`src/rtl/mc_control_fsm.sv`:
```
// Multicycle control FSM for the TSC CPU datapath: sequences fetch/decode/exec/mem/writeback.
// Latency: JMP/WWD 2, branch/JPR/JAL 3, R-type/imm/JRL 4, SWD 4, LWD 5 cycles plus memory waits.
// Backpressure: mem_req is held until mem_ready; a watchdog moves to ERR after TIMEOUT unanswered cycles.
//
// Ports: clk/reset_n (async active-low); opcode/func_code/bcond from the IR and ALU;
// mem_ready completes the pending memory request; all other ports are datapath
// mux selects and enables, plus halt/mem_err (sticky) and num_inst (retired count).
module mc_control_fsm #(
   parameter int OPCODE_W = 4,
   parameter int FUNC_W   = 6,
   parameter int CNT_W    = 16,
   parameter int TIMEOUT  = 64,
   parameter int TMO_W    = 8
) (
   input  logic                clk,
   input  logic                reset_n,
   input  logic [OPCODE_W-1:0] opcode,
   input  logic [FUNC_W-1:0]   func_code,
   input  logic                bcond,
   input  logic                mem_ready,
   output logic                mem_req,
   output logic                mem_we,
   output logic                i_or_d,
   output logic                ir_write,
   output logic                mem_to_reg,
   output logic                reg_write,
   output logic                pc_write,
   output logic [1:0]          pc_src,
   output logic                alu_src_a,
   output logic [1:0]          alu_src_b,
   output logic                alu_op,
   output logic                save_alu_out,
   output logic                pc_to_reg,
   output logic                wwd,
   output logic                halt,
   output logic                new_inst,
   output logic                mem_err,
   output logic [CNT_W-1:0]    num_inst
);

   localparam logic [OPCODE_W-1:0] OP_BNE = OPCODE_W'(0);
   localparam logic [OPCODE_W-1:0] OP_BEQ = OPCODE_W'(1);
   localparam logic [OPCODE_W-1:0] OP_BGZ = OPCODE_W'(2);
   localparam logic [OPCODE_W-1:0] OP_BLZ = OPCODE_W'(3);
   localparam logic [OPCODE_W-1:0] OP_ADI = OPCODE_W'(4);
   localparam logic [OPCODE_W-1:0] OP_ORI = OPCODE_W'(5);
   localparam logic [OPCODE_W-1:0] OP_LHI = OPCODE_W'(6);
   localparam logic [OPCODE_W-1:0] OP_LWD = OPCODE_W'(7);
   localparam logic [OPCODE_W-1:0] OP_SWD = OPCODE_W'(8);
   localparam logic [OPCODE_W-1:0] OP_JMP = OPCODE_W'(9);
   localparam logic [OPCODE_W-1:0] OP_JAL = OPCODE_W'(10);
   localparam logic [OPCODE_W-1:0] OP_ALU = OPCODE_W'(15);

   localparam logic [FUNC_W-1:0] F_SHR = FUNC_W'(7);   // funcs 0..7 are plain ALU ops
   localparam logic [FUNC_W-1:0] F_JPR = FUNC_W'(25);
   localparam logic [FUNC_W-1:0] F_JRL = FUNC_W'(26);
   localparam logic [FUNC_W-1:0] F_WWD = FUNC_W'(28);
   localparam logic [FUNC_W-1:0] F_HLT = FUNC_W'(29);

   typedef enum logic [2:0] {
      S_IDLE, S_FETCH, S_DECODE, S_EXEC, S_MEM, S_WB, S_HALT, S_ERR
   } state_t;

   state_t state, next_state;

   // Instruction class decode
   logic is_br, is_imm, is_lhi, is_lwd, is_swd, is_jmp, is_jal;
   logic is_rtype, is_jpr, is_jrl, is_wwd, is_hlt, is_valid;

   always_comb begin
      is_br    = 1'b0;
      is_imm   = 1'b0;
      is_lhi   = 1'b0;
      is_lwd   = 1'b0;
      is_swd   = 1'b0;
      is_jmp   = 1'b0;
      is_jal   = 1'b0;
      is_rtype = 1'b0;
      is_jpr   = 1'b0;
      is_jrl   = 1'b0;
      is_wwd   = 1'b0;
      is_hlt   = 1'b0;
      case (opcode)
         OP_BNE, OP_BEQ, OP_BGZ, OP_BLZ: is_br  = 1'b1;
         OP_ADI, OP_ORI:                 is_imm = 1'b1;
         OP_LHI:                         is_lhi = 1'b1;
         OP_LWD:                         is_lwd = 1'b1;
         OP_SWD:                         is_swd = 1'b1;
         OP_JMP:                         is_jmp = 1'b1;
         OP_JAL:                         is_jal = 1'b1;
         OP_ALU: begin
            if (func_code <= F_SHR)       is_rtype = 1'b1;
            else if (func_code == F_JPR)  is_jpr   = 1'b1;
            else if (func_code == F_JRL)  is_jrl   = 1'b1;
            else if (func_code == F_WWD)  is_wwd   = 1'b1;
            else if (func_code == F_HLT)  is_hlt   = 1'b1;
         end
         default: ;
      endcase
      is_valid = is_br | is_imm | is_lhi | is_lwd | is_swd | is_jmp | is_jal |
                 is_rtype | is_jpr | is_jrl | is_wwd | is_hlt;
   end

   // Watchdog: counts consecutive unanswered request cycles. Every entry into
   // FETCH/MEM follows a non-waiting cycle, so clearing on !waiting suffices.
   logic [TMO_W-1:0] wait_cnt;
   logic             waiting, tmo;

   assign waiting = mem_req & ~mem_ready;
   assign tmo     = (TIMEOUT != 0) && waiting && (wait_cnt == TMO_W'(TIMEOUT - 1));

   always_ff @(posedge clk or negedge reset_n) begin
      if (!reset_n)     wait_cnt <= '0;
      else if (waiting) wait_cnt <= wait_cnt + 1'b1;
      else              wait_cnt <= '0;
   end

   always_ff @(posedge clk or negedge reset_n) begin
      if (!reset_n) state <= S_IDLE;
      else          state <= next_state;
   end

   always_ff @(posedge clk or negedge reset_n) begin
      if (!reset_n)      num_inst <= '0;
      else if (pc_write) num_inst <= num_inst + 1'b1;
   end

   // Outputs are decoded from state (plus IR fields/handshake inputs), so an
   // async reset forcing IDLE drops every output in the same instant.
   always_comb begin
      next_state   = state;
      mem_req      = 1'b0;
      mem_we       = 1'b0;
      i_or_d       = 1'b0;
      ir_write     = 1'b0;
      mem_to_reg   = 1'b0;
      reg_write    = 1'b0;
      pc_write     = 1'b0;
      pc_src       = 2'd0;
      alu_src_a    = 1'b0;
      alu_src_b    = 2'd0;
      alu_op       = 1'b0;
      save_alu_out = 1'b0;
      pc_to_reg    = 1'b0;
      wwd          = 1'b0;
      halt         = 1'b0;
      new_inst     = 1'b0;
      mem_err      = 1'b0;
      case (state)
         S_IDLE: next_state = S_FETCH;
         S_FETCH: begin
            mem_req   = 1'b1;
            alu_src_b = 2'd1;
            ir_write  = mem_ready;
            // A response on the deadline cycle still counts as success.
            if (mem_ready) next_state = S_DECODE;
            else if (tmo)  next_state = S_ERR;
         end
         S_DECODE: begin
            new_inst = 1'b1;
            if (is_jmp) begin
               pc_write   = 1'b1;
               pc_src     = 2'd2;
               next_state = S_FETCH;
            end else if (is_jal) begin
               next_state = S_WB;
            end else if (is_wwd) begin
               wwd        = 1'b1;
               pc_write   = 1'b1;
               next_state = S_FETCH;
            end else if (is_hlt) begin
               next_state = S_HALT;
            end else if (!is_valid) begin
               pc_write   = 1'b1;     // unknown encodings retire as NOP
               next_state = S_FETCH;
            end else begin
               next_state = S_EXEC;
            end
         end
         S_EXEC: begin
            alu_src_a    = 1'b1;
            alu_op       = 1'b1;
            save_alu_out = 1'b1;
            if (is_lhi)                           alu_src_b = 2'd3;
            else if (is_imm || is_lwd || is_swd)  alu_src_b = 2'd2;
            if (is_br) begin
               pc_write   = 1'b1;
               pc_src     = bcond ? 2'd1 : 2'd0;
               next_state = S_FETCH;
            end else if (is_jpr) begin
               pc_write   = 1'b1;
               pc_src     = 2'd1;
               next_state = S_FETCH;
            end else if (is_lwd || is_swd) begin
               next_state = S_MEM;
            end else begin
               next_state = S_WB;
            end
         end
         S_MEM: begin
            mem_req = 1'b1;
            i_or_d  = 1'b1;
            mem_we  = is_swd;
            if (mem_ready) begin
               if (is_swd) begin
                  pc_write   = 1'b1;
                  next_state = S_FETCH;
               end else begin
                  next_state = S_WB;
               end
            end else if (tmo) begin
               next_state = S_ERR;
            end
         end
         S_WB: begin
            reg_write  = 1'b1;
            pc_write   = 1'b1;
            mem_to_reg = is_lwd;
            pc_to_reg  = is_jal | is_jrl;
            if (is_jal)      pc_src = 2'd2;
            else if (is_jrl) pc_src = 2'd1;
            next_state = S_FETCH;
         end
         S_HALT: halt    = 1'b1;
         S_ERR:  mem_err = 1'b1;
         default: next_state = S_IDLE;
      endcase
   end

endmodule

```
`config.mk`:
```
export PLATFORM = sky130hd
export DESIGN_NAME = mc_control_fsm
export DESIGN_NICKNAME = d
export VERILOG_FILES = /design/src/rtl/mc_control_fsm.sv
export SDC_FILE = /design/constraint.sdc
export NUM_CORES = 1
export LEC_CHECK = 0
export CORE_ASPECT_RATIO = 1.2
export CORE_MARGIN = 3
export CORE_UTILIZATION = 40
export CTS_BUF_LIST = sky130_fd_sc_hd__clkbuf_4 sky130_fd_sc_hd__clkbuf_8 sky130_fd_sc_hd__clkbuf_16
export CTS_CLUSTER_DIAMETER = 120
export CTS_CLUSTER_SIZE = 20
export DETAILED_ROUTE_END_ITERATION = 12
export PLACE_DENSITY = 0.65
export SETUP_SLACK_MARGIN = 0.15
export SKIP_CTS_REPAIR_TIMING = 1
export SLEW_MARGIN = 20
export SYNTH_ARGS = -nofsm -noshare
export SYNTH_HDL_FRONTEND = slang
export SYNTH_SLANG_ARGS = --single-unit
```
`constraint.sdc`:
```
create_clock -name clk -period 5.2 [get_ports clk]
set_input_delay 0.52 -clock clk [delete_from_list [all_inputs] [get_ports clk]]
set_output_delay 0.52 -clock clk [all_outputs]
set_load 0.01 [all_outputs]
```
==> run metrics, run 1 <==
sequential fraction of the synthesis area 37.4%; worst path bufs/invs 2; Worst Path Arrival 2800 ps; GP Congestion 0.777; number of synthesized flops with an enable pin 0; IO buf count 48; CTS clock-pin slew for the worst setup and hold paths 90 ps; area grow syn2layout 31.8%; hold path cells 1; # H-tree levels 1; R2R Setup Slk 2670 ps; CTS root buffer clkbuf_8; Crit. Startpoint opcode[1]; Yosys warning count 0; Max-Slew Margin vs Limit 40.3%; Hold Startpoint num_inst[15]; Avg Inst Size Synth 9.17 µm²; critical path's top delay family buffers and inverters; CP most frequent cell clkdlybuf4s50_1; Die ar. 5360 µm²; total grt overflow 0; critical path peak fanout 8; vias 1619; RSZ-0062 raised after global routing no; Fmax 0.301 GHz; #FFs+latches synth 27; initial antenna violation count 0; Critical Path Slowest Stage Cell clkdlybuf4s50_1; Top FF cell, synth dfrtp_1; FP Rows 26; Antenna Violating Nets Remaining 0; Netlist cell types 56; final cell count without fillers 299; Clk Latency, worst-skew pair 270 ps; DRC 0; Final Hold Viols 0; Max VDD drop 166 µV; Initial Util 42.1%; vias in the first global route 1555; # placed instances 295; Die Height 79.6 µm; HPWL after DPL 3.23 mm; Synth Net Count 215; crit-path max cell delay 570 ps; post-synthesis cell area 1810 µm²; hold crit path type flip-flop to flip-flop; Cells after Synth 197; Tightest Pin Transition 890 ps; CTS buffer count 3; CP Launch Type input pin; status complete, no violations; ANT cells 0; clock skew 3.69 ps; Post-Route WL 4.27 mm; worst r2r src state[2]; Max Root-Sink Buffers 2; CP cell instances clkdlybuf4s50_1, and4b_1, o2111a_1, o41a_1, a21oi_2, clkdlybuf4s50_1; Final setup viols 0; CORE AREA 4290 µm²; Final Max Slew Viols 0; Cell Pwr Density 369 nW/µm²; total track usage 17.0%; CP Capture Type primary output; Die X-Extent 67.4 µm; initial drt markers 73; Num Clock Sinks 27; Setup CP Type input pin to primary output; max_cap viols 0; Hold Crit Endpoint num_inst[15]; Nets 262; global-route wire length before repair 7.07 mm; Final period util 63.9%; P_leak 0.936 nW; Tmin final 3320 ps; largest net degree at the start of global routing 28; I/O Pins 49; R2R cell count 5; asr flop ratio synth 100%; R2R Path End num_inst[11]; share of cells above drive strength 1 5.35%; Pre-Repair DR Iteration Count 4; worst path required time 4680 ps; CTS tree done; Final TNS setup 0 ps; Via density 5.41; routed length per instance 14.3 µm
[layout by cell type, fill, tap and decap left out, drive strengths merged, types with 2 or more instances in the layout]
| master | netlist | routed |
|---|---|---|
| o2111a | 2 | 2 |
| nand2b | 4 | 4 |
| and3 | 9 | 9 |
| o21ai | 10 | 10 |
| inv | 10 | 10 |
| clkdlybuf4s50 | 0 | 48 |
| nor3 | 6 | 6 |
| nand3b | 3 | 3 |
| nor4 | 2 | 2 |
| nor2b | 5 | 5 |
| xor2 | 6 | 6 |
| xnor2 | 15 | 15 |
| clkbuf | 2 | 4 |
| nor2 | 18 | 18 |
| a21oi | 8 | 8 |
| a2111oi | 2 | 2 |
| nand3 | 8 | 8 |
| o2111ai | 5 | 5 |
| o211ai | 4 | 4 |
| nor3b | 3 | 3 |
| nand2 | 14 | 14 |
| dfrtp | 27 | 27 |
| ha | 4 | 4 |
[worst register-to-register path, stage by stage, from the launching register on]
cell	delay, ps
dfrtp_1	590
inv_1	180
ha_1	430
nor4_1	770
o2111ai_1	260
xnor2_1	180
[kinds of logic (layout without fill, tap and decap cells)]
kind of cell    Yosys count  after routing  synth area share, %
xor+xnor                 21             21                 10.2
mux                       1              1                0.623
buf+inv                  17             63                 4.50
flops                    27             27                 37.4
fa+ha+maj                 4              4                 2.77
simple gates             83             83                 25.9
compound gates           44             44                 18.6
[flip-flops by register name, indices dropped and copies added (netlist names)]
register / cells
num_inst: 16
state: 3
wait_cnt: 8
[metal layers]
metal | up-vias | GRT usage, % | wire length [µm]
met2 | 40 | 28.8 | 2100
met5 | - | 0 | 0
met4 | 0 | 6.69 | 59
met1 | 761 | 22.2 | 1940
met3 | 4 | 1.27 | 172
li1 | 814 | - | -
[power by group]
part	total (mW)	leakage [nW]	internal [mW]	switching (mW)
logic	0.450	0.546	0.216	0.234
registers	0.308	0.364	0.241	0.0662
clock network	0.121	0.0262	0.0600	0.0614
total	0.880	0.936	0.518	0.362
[per-stage QoR]
step                      utilization (%)  hold WS, ps  area, µm²  setup slack, ps  total power [mW]
after global placement               54.1          465       2320             1930             0.763
after floorplan                         -          224       1810             3070             0.588
final                                55.4          481       2380             1880             0.880
after CTS                            55.2          486       2370             1900             0.887
after global routing                 55.4          497       2380             1780             0.948
after detailed placement             54.1          462       2320             1900             0.763
[worst max-delay path by stage]
stage / end / cells after the start
2_1_floorplan: pc_write / 4
5_1_grt: pc_write / 6
3_5_place_dp: pc_write / 6
4_1_cts: pc_write / 6
3_3_place_gp: pc_write / 6
6_report: pc_write / 6
[Yosys cell counts, types with 2 or more instances]
master     count  area [µm²]
clkbuf_1       2        7.51
o21ai_0        3        15.0
buf_4          2        15.0
nor2b_1        5        31.3
nand3_1        8        40.0
nand2b_1       4        25.0
xnor2_1       15         131
a21oi_1        7        35.0
o2111ai_1      5        43.8
inv_1          9        33.8
xor2_1         6        52.6
o21ai_1        7        35.0
buf_2          2        10.0
dfrtp_1       27         676
ha_1           4        50.1
nor2_1        18        67.6
nor3_1         6        30.0
nor4_1         2        12.5
o211ai_1       4        30.0
nand3b_1       3        22.5
nand2_1       14        52.6
o2111a_1       2        22.5
and3_1         9        56.3
[area by class of cell]
class	count	area, µm²
tap	56	70.1
fill	402	1910
sequential	27	676
multi-input combinational	153	1060
inverter	10	37.5
clock buffer	4	48.8
timing repair buffer	49	488
(Power assumes the default switching activity.)
==> run 2, diff against run 1 <==
==> constraint.sdc (replaced) <==
create_clock -name clk -period 3.4 [get_ports clk]
set_input_delay 0.34 -clock clk [delete_from_list [all_inputs] [get_ports clk]]
set_output_delay 0.34 -clock clk [all_outputs]
set_load 0.01 [all_outputs]
==> run metrics, run 2 (synthesis results as in run 1) <==
Reg power frac 34.8%; FP Rows 26; Final period util 86.1%; Setup CP Type input pin to primary output; HPWL after DPL 3.30 mm; Max Used Layer met4; P_leak 0.951 nW; max_cap viols 0; status complete, no violations; CP most frequent cell clkdlybuf4s50_1; Fmax 0.342 GHz; initial antenna violation count 0; Combinational Power Share 52.3%; clock skew 9.48 ps; CTS root buffer clkbuf_8; Die ar. 5360 µm²; IO buf count 48; Psw 556 µW; most common cell after layout, fill and taps aside clkdlybuf4s50_1; Post-Route WL 4.37 mm; Tmin final 2930 ps; Die Height 79.6 µm; largest net degree at the start of global routing 28; Final Hold Viols 0; Critical Path Slowest Stage Cell clkdlybuf4s50_1; Num Clock Sinks 27; DRC 0; total length of routed met2 wires 2.13 mm; worst path bufs/invs 2; max reg flops 16; CTS buffer count 3; ANT cells 0; Internal 795 µW; CP cell instances clkdlybuf4s50_1, and4b_1, o2111a_1, o41a_1, a21oi_2, clkdlybuf4s50_1; Max VDD drop 246 µV; R2R Setup Slk 870 ps; I/O Pins 49; FILL cells 427; Regs by FF count num_inst: 16 flops, wait_cnt: 8 flops, state: 3 flops; area grow syn2layout 32.3%; Cell Pwr Density 565 nW/µm²; most frequent cells in the layout clkdlybuf4s50_1, dfrtp_1, nor2_1; RSZ-0062 raised after global routing no; Final Max Slew Viols 0; Sw Share 41.1%; Final TNS setup 0 ps; Max-Slew Margin vs Limit 44.3%; vias in the first global route 1618; vias 1617; CORE AREA 4290 µm²; Antenna Violating Nets Remaining 0; Final setup viols 0; critical path's top delay family buffers and inverters; CP Launch Type input pin; Reg with most FFs num_inst; CTS tree done; total grt overflow 0; Die X-Extent 67.4 µm; total track usage 17.3%; Clk Latency, worst-skew pair 270 ps; Pre-Repair DR Iteration Count 4; crit-path max cell delay 570 ps; routed length per instance 14.5 µm; share of cells above drive strength 1 6.50%; GP Congestion 0.781; initial drt markers 40; global-route wire length before repair 7.34 mm; Tightest Pin Transition 828 ps; Initial Util 42.1%; met3 WL 198 µm; Max Root-Sink Buffers 2; CP Capture Type primary output; critical path peak fanout 8; # H-tree levels 1; worst path required time 3060 ps; Clk network pwr share 13.0%; Met1 Wirelength 1.99 mm; Nets 265; CTS clock-pin slew for the worst setup and hold paths 90 ps; total power draw 1.35 mW; Via density 5.35; Worst Path Arrival 2590 ps; hold crit path type input pin to async pin
run 2: cell types whose count changed in the layout (fill, tap and decap cells not counted):
cell	previous run	this run
buf_4	1	4
clkbuf_4	1	0
clkinv_2	0	1
o41ai_2	0	1
o41ai_4	1	0
run 2: path summary, 6_finish.rpt:
| check | cells after the start | startpoint | end |
|---|---|---|---|
| setup / recovery | 6 | opcode[1] | pc_write |
| hold / removal | 2 | reset_n | num_inst[0] |
| setup reg to reg | 5 | state[2] | num_inst[11] |
| hold reg to reg | 1 | num_inst[15] | num_inst[15] |
| max in group asynchronous | 2 | reset_n | state[2] |
| min in group clk | 1 | num_inst[15] | num_inst[15] |
run 2: area by class of cell:
class                           instances  area, µm²  share of cell area (%)
Clock buffer                            3       41.3                    1.73
Clock inverter                          1       5.00                   0.209
Inverter                               10       37.5                    1.57
Multi-Input combinational cell        153       1050                    43.9
Sequential cell                        27        676                    28.3
Tap cell                               56       70.1                    2.93
Timing Repair Buffer                   52        510                    21.4
run 2: power by group through the flow:
stage	combinational, mW	clock (mW)	sequential (mW)
finish	0.706	0.175	0.469
global route	0.783	0.194	0.484
CTS	0.713	0.183	0.470
detailed placement	0.709	0	0.475
global placement	0.709	0	0.477
floorplan	0.464	0	0.435
run 2: per-stage QoR:
step | hold slack [ps] | worst slack [ps] | area [µm²] | std cells | util, %
6_report | 446 | 473 | 2390 | 302 | 55.7
5_1_grt | 478 | 380 | 2390 | 302 | 55.7
4_1_cts | 459 | 476 | 2390 | 302 | 55.7
3_5_place_dp | 469 | 482 | 2340 | 298 | 54.6
3_3_place_gp | 465 | 491 | 2340 | 298 | 54.6
2_1_floorplan | 44.4 | 1330 | 1810 | 197 | -
run 2: layer usage:
metal	vias to the layer above	GRT usage, %
li1	814	-
met1	756	22.7
met2	43	29.4
met3	4	2.39
met4	0	4.26
met5	-	0
==> run 3, diff against run 2 <==
--- a/config.mk
+++ b/config.mk
@@ -13,6 +13,7 @@
 export CTS_CLUSTER_SIZE = 20
 export DETAILED_ROUTE_END_ITERATION = 12
 export PLACE_DENSITY = 0.65
+export REMOVE_ABC_BUFFERS = 1
 export SETUP_SLACK_MARGIN = 0.15
 export SKIP_CTS_REPAIR_TIMING = 1
 export SLEW_MARGIN = 20
==> constraint.sdc (replaced) <==
create_clock -name clk -period 3.1 [get_ports clk]
set_input_delay 0.31 -clock clk [delete_from_list [all_inputs] [get_ports clk]]
set_output_delay 0.31 -clock clk [all_outputs]
set_load 0.01 [all_outputs]
==> run metrics, run 3 (synthesis results as in run 1) <==
Reg with most FFs num_inst; critical path peak fanout 8; Setup CP Type input pin to primary output; cell area after layout 2430 µm²; CTS root buffer clkbuf_8; Critical Path Slowest Stage Cell clkdlybuf4s50_1; R2R Setup Slk 650 ps; R2R cell count 6; HPWL after DPL 3.37 mm; P_leak 0.988 nW; max reg flops 16; Max-Slew Margin vs Limit 56.1%; Final period util 90.0%; max_cap viols 0; RSZ-0062 raised after global routing no; largest net degree at the start of global routing 28; Antenna Violating Nets Remaining 0; vias in the first global route 1578; Final setup viols 0; Num Clock Sinks 27; crit-path max cell delay 600 ps; FP Rows 26; FILL cells 404; I/O Pins 49; Tmin final 2790 ps; IO buf count 48; Via density 5.33; Die ar. 5360 µm²; Pre-Repair DR Iteration Count 4; Placed Area 2370 µm²; area grow syn2layout 34.3%; CP cell instances clkdlybuf4s50_1, nand2b_1, a2111o_1, o41a_1, a21oi_2, clkdlybuf4s50_1; Die Height 79.6 µm; R2R Path End num_inst[14]; total track usage 17.5%; routed length per instance 14.6 µm; Worst Path Arrival 2480 ps; most frequent cells in the layout clkdlybuf4s50_1, dfrtp_1, nor2_1; Crit. Startpoint opcode[3]; worst path required time 2790 ps; Sw Share 41.4%; DRC 0; worst r2r src state[2]; clock skew 10.8 ps; CTS buffer count 3; Post-Route WL 4.47 mm; initial drt markers 70; Max Root-Sink Buffers 2; Final TNS setup 0 ps; CP most frequent cell clkdlybuf4s50_1; total power draw 1.49 mW; Psw 618 µW; Fmax 0.358 GHz; total grt overflow 0; CP Launch Type input pin; global-route wire length before repair 7.40 mm; CORE AREA 4290 µm²; Tightest Pin Transition 652 ps; vias 1630; Final Max Slew Viols 0; Max VDD drop 258 µV; Clk network pwr share 13.1%; most common cell after layout, fill and taps aside clkdlybuf4s50_1; Reg power frac 34.7%; Combinational Power Share 52.2%; Die X-Extent 67.4 µm; hold crit path type input pin to async pin; CTS tree done; CTS clock-pin slew for the worst setup and hold paths 100 ps; Worst Hold Slack 405 ps; share of cells above drive strength 1 8.80%; Initial Util 42.1%; Clk Latency, worst-skew pair 270 ps; Cell Pwr Density 615 nW/µm²; Final Hold Viols 0; CP Capture Type primary output; initial antenna violation count 0; # H-tree levels 1; status complete, no violations; GP Congestion 0.791; Worst Setup EP pc_write; Nets 269; Internal 875 µW; ANT cells 0; Regs by FF count num_inst: 16 flops, wait_cnt: 8 flops, state: 3 flops
-- run 3: cell count changes in the layout (fill, tap and decap cells not counted), sizes merged --
| cell | previous run | this run |
|---|---|---|
| dlymetal6s2s | 0 | 2 |
| clkdlybuf4s50 | 48 | 46 |
| buf | 4 | 8 |
-- run 3: metrics by stage --
stage	cells	setup WS, ps	utilization, %
floorplan	190	852	-
global placement	302	252	55.3
detailed placement	302	239	55.3
CTS	306	230	56.4
global route	306	150	56.5
finish	306	309	56.5
-- run 3: layout make-up --
type	instances	area [µm²]	area share (%)
clock buffers	3	41.3	1.70
clock inverters	1	5.00	0.206
inverters	10	37.5	1.55
multi-input cells	153	1050	43.3
flip-flops and latches	27	677	27.9
well taps	56	70.1	2.89
repair buffers	56	546	22.5
-- run 3: worst min path at each step --
| stage | start | to | slack [ps] | cells past startpoint |
|---|---|---|---|---|
| after floorplan | reset_n | num_inst[0] | 10 | 0 |
| after global placement | num_inst[15] | num_inst[15] | 460 | 1 |
| after detailed placement | num_inst[15] | num_inst[15] | 460 | 1 |
| after CTS | reset_n | num_inst[12] | 410 | 2 |
| after global routing | reset_n | num_inst[11] | 450 | 2 |
| final | reset_n | num_inst[11] | 400 | 2 |
-- run 3: worst max-delay path: cells and delay by family --
kind / cells / cell delay, ps
AOI/OAI and AO/OA: 3 / 840
and+or+nand+nor: 1 / 150
buffers and inverters: 2 / 1170
-- run 3: power by group through the flow --
| stage | clock, mW | sequential, mW | combinational [mW] |
|---|---|---|---|
| 2_1_floorplan | 0 | 0.507 | 0.437 |
| 3_3_place_gp | 0 | 0.524 | 0.782 |
| 5_1_grt | 0.219 | 0.534 | 0.856 |
| 6_report | 0.196 | 0.519 | 0.779 |
| 3_5_place_dp | 0 | 0.522 | 0.782 |
| 4_1_cts | 0.203 | 0.516 | 0.786 |
-- run 3: layer usage --
layer  part of all wire, %  up-vias  global-route usage, %
met2                    48       55                   28.7
met5                     0        -                      0
met4                   1.0        0                   5.07
met3                   4.8        4                   1.83
li1                      -      818                      -
met1                    46      753                   24.1
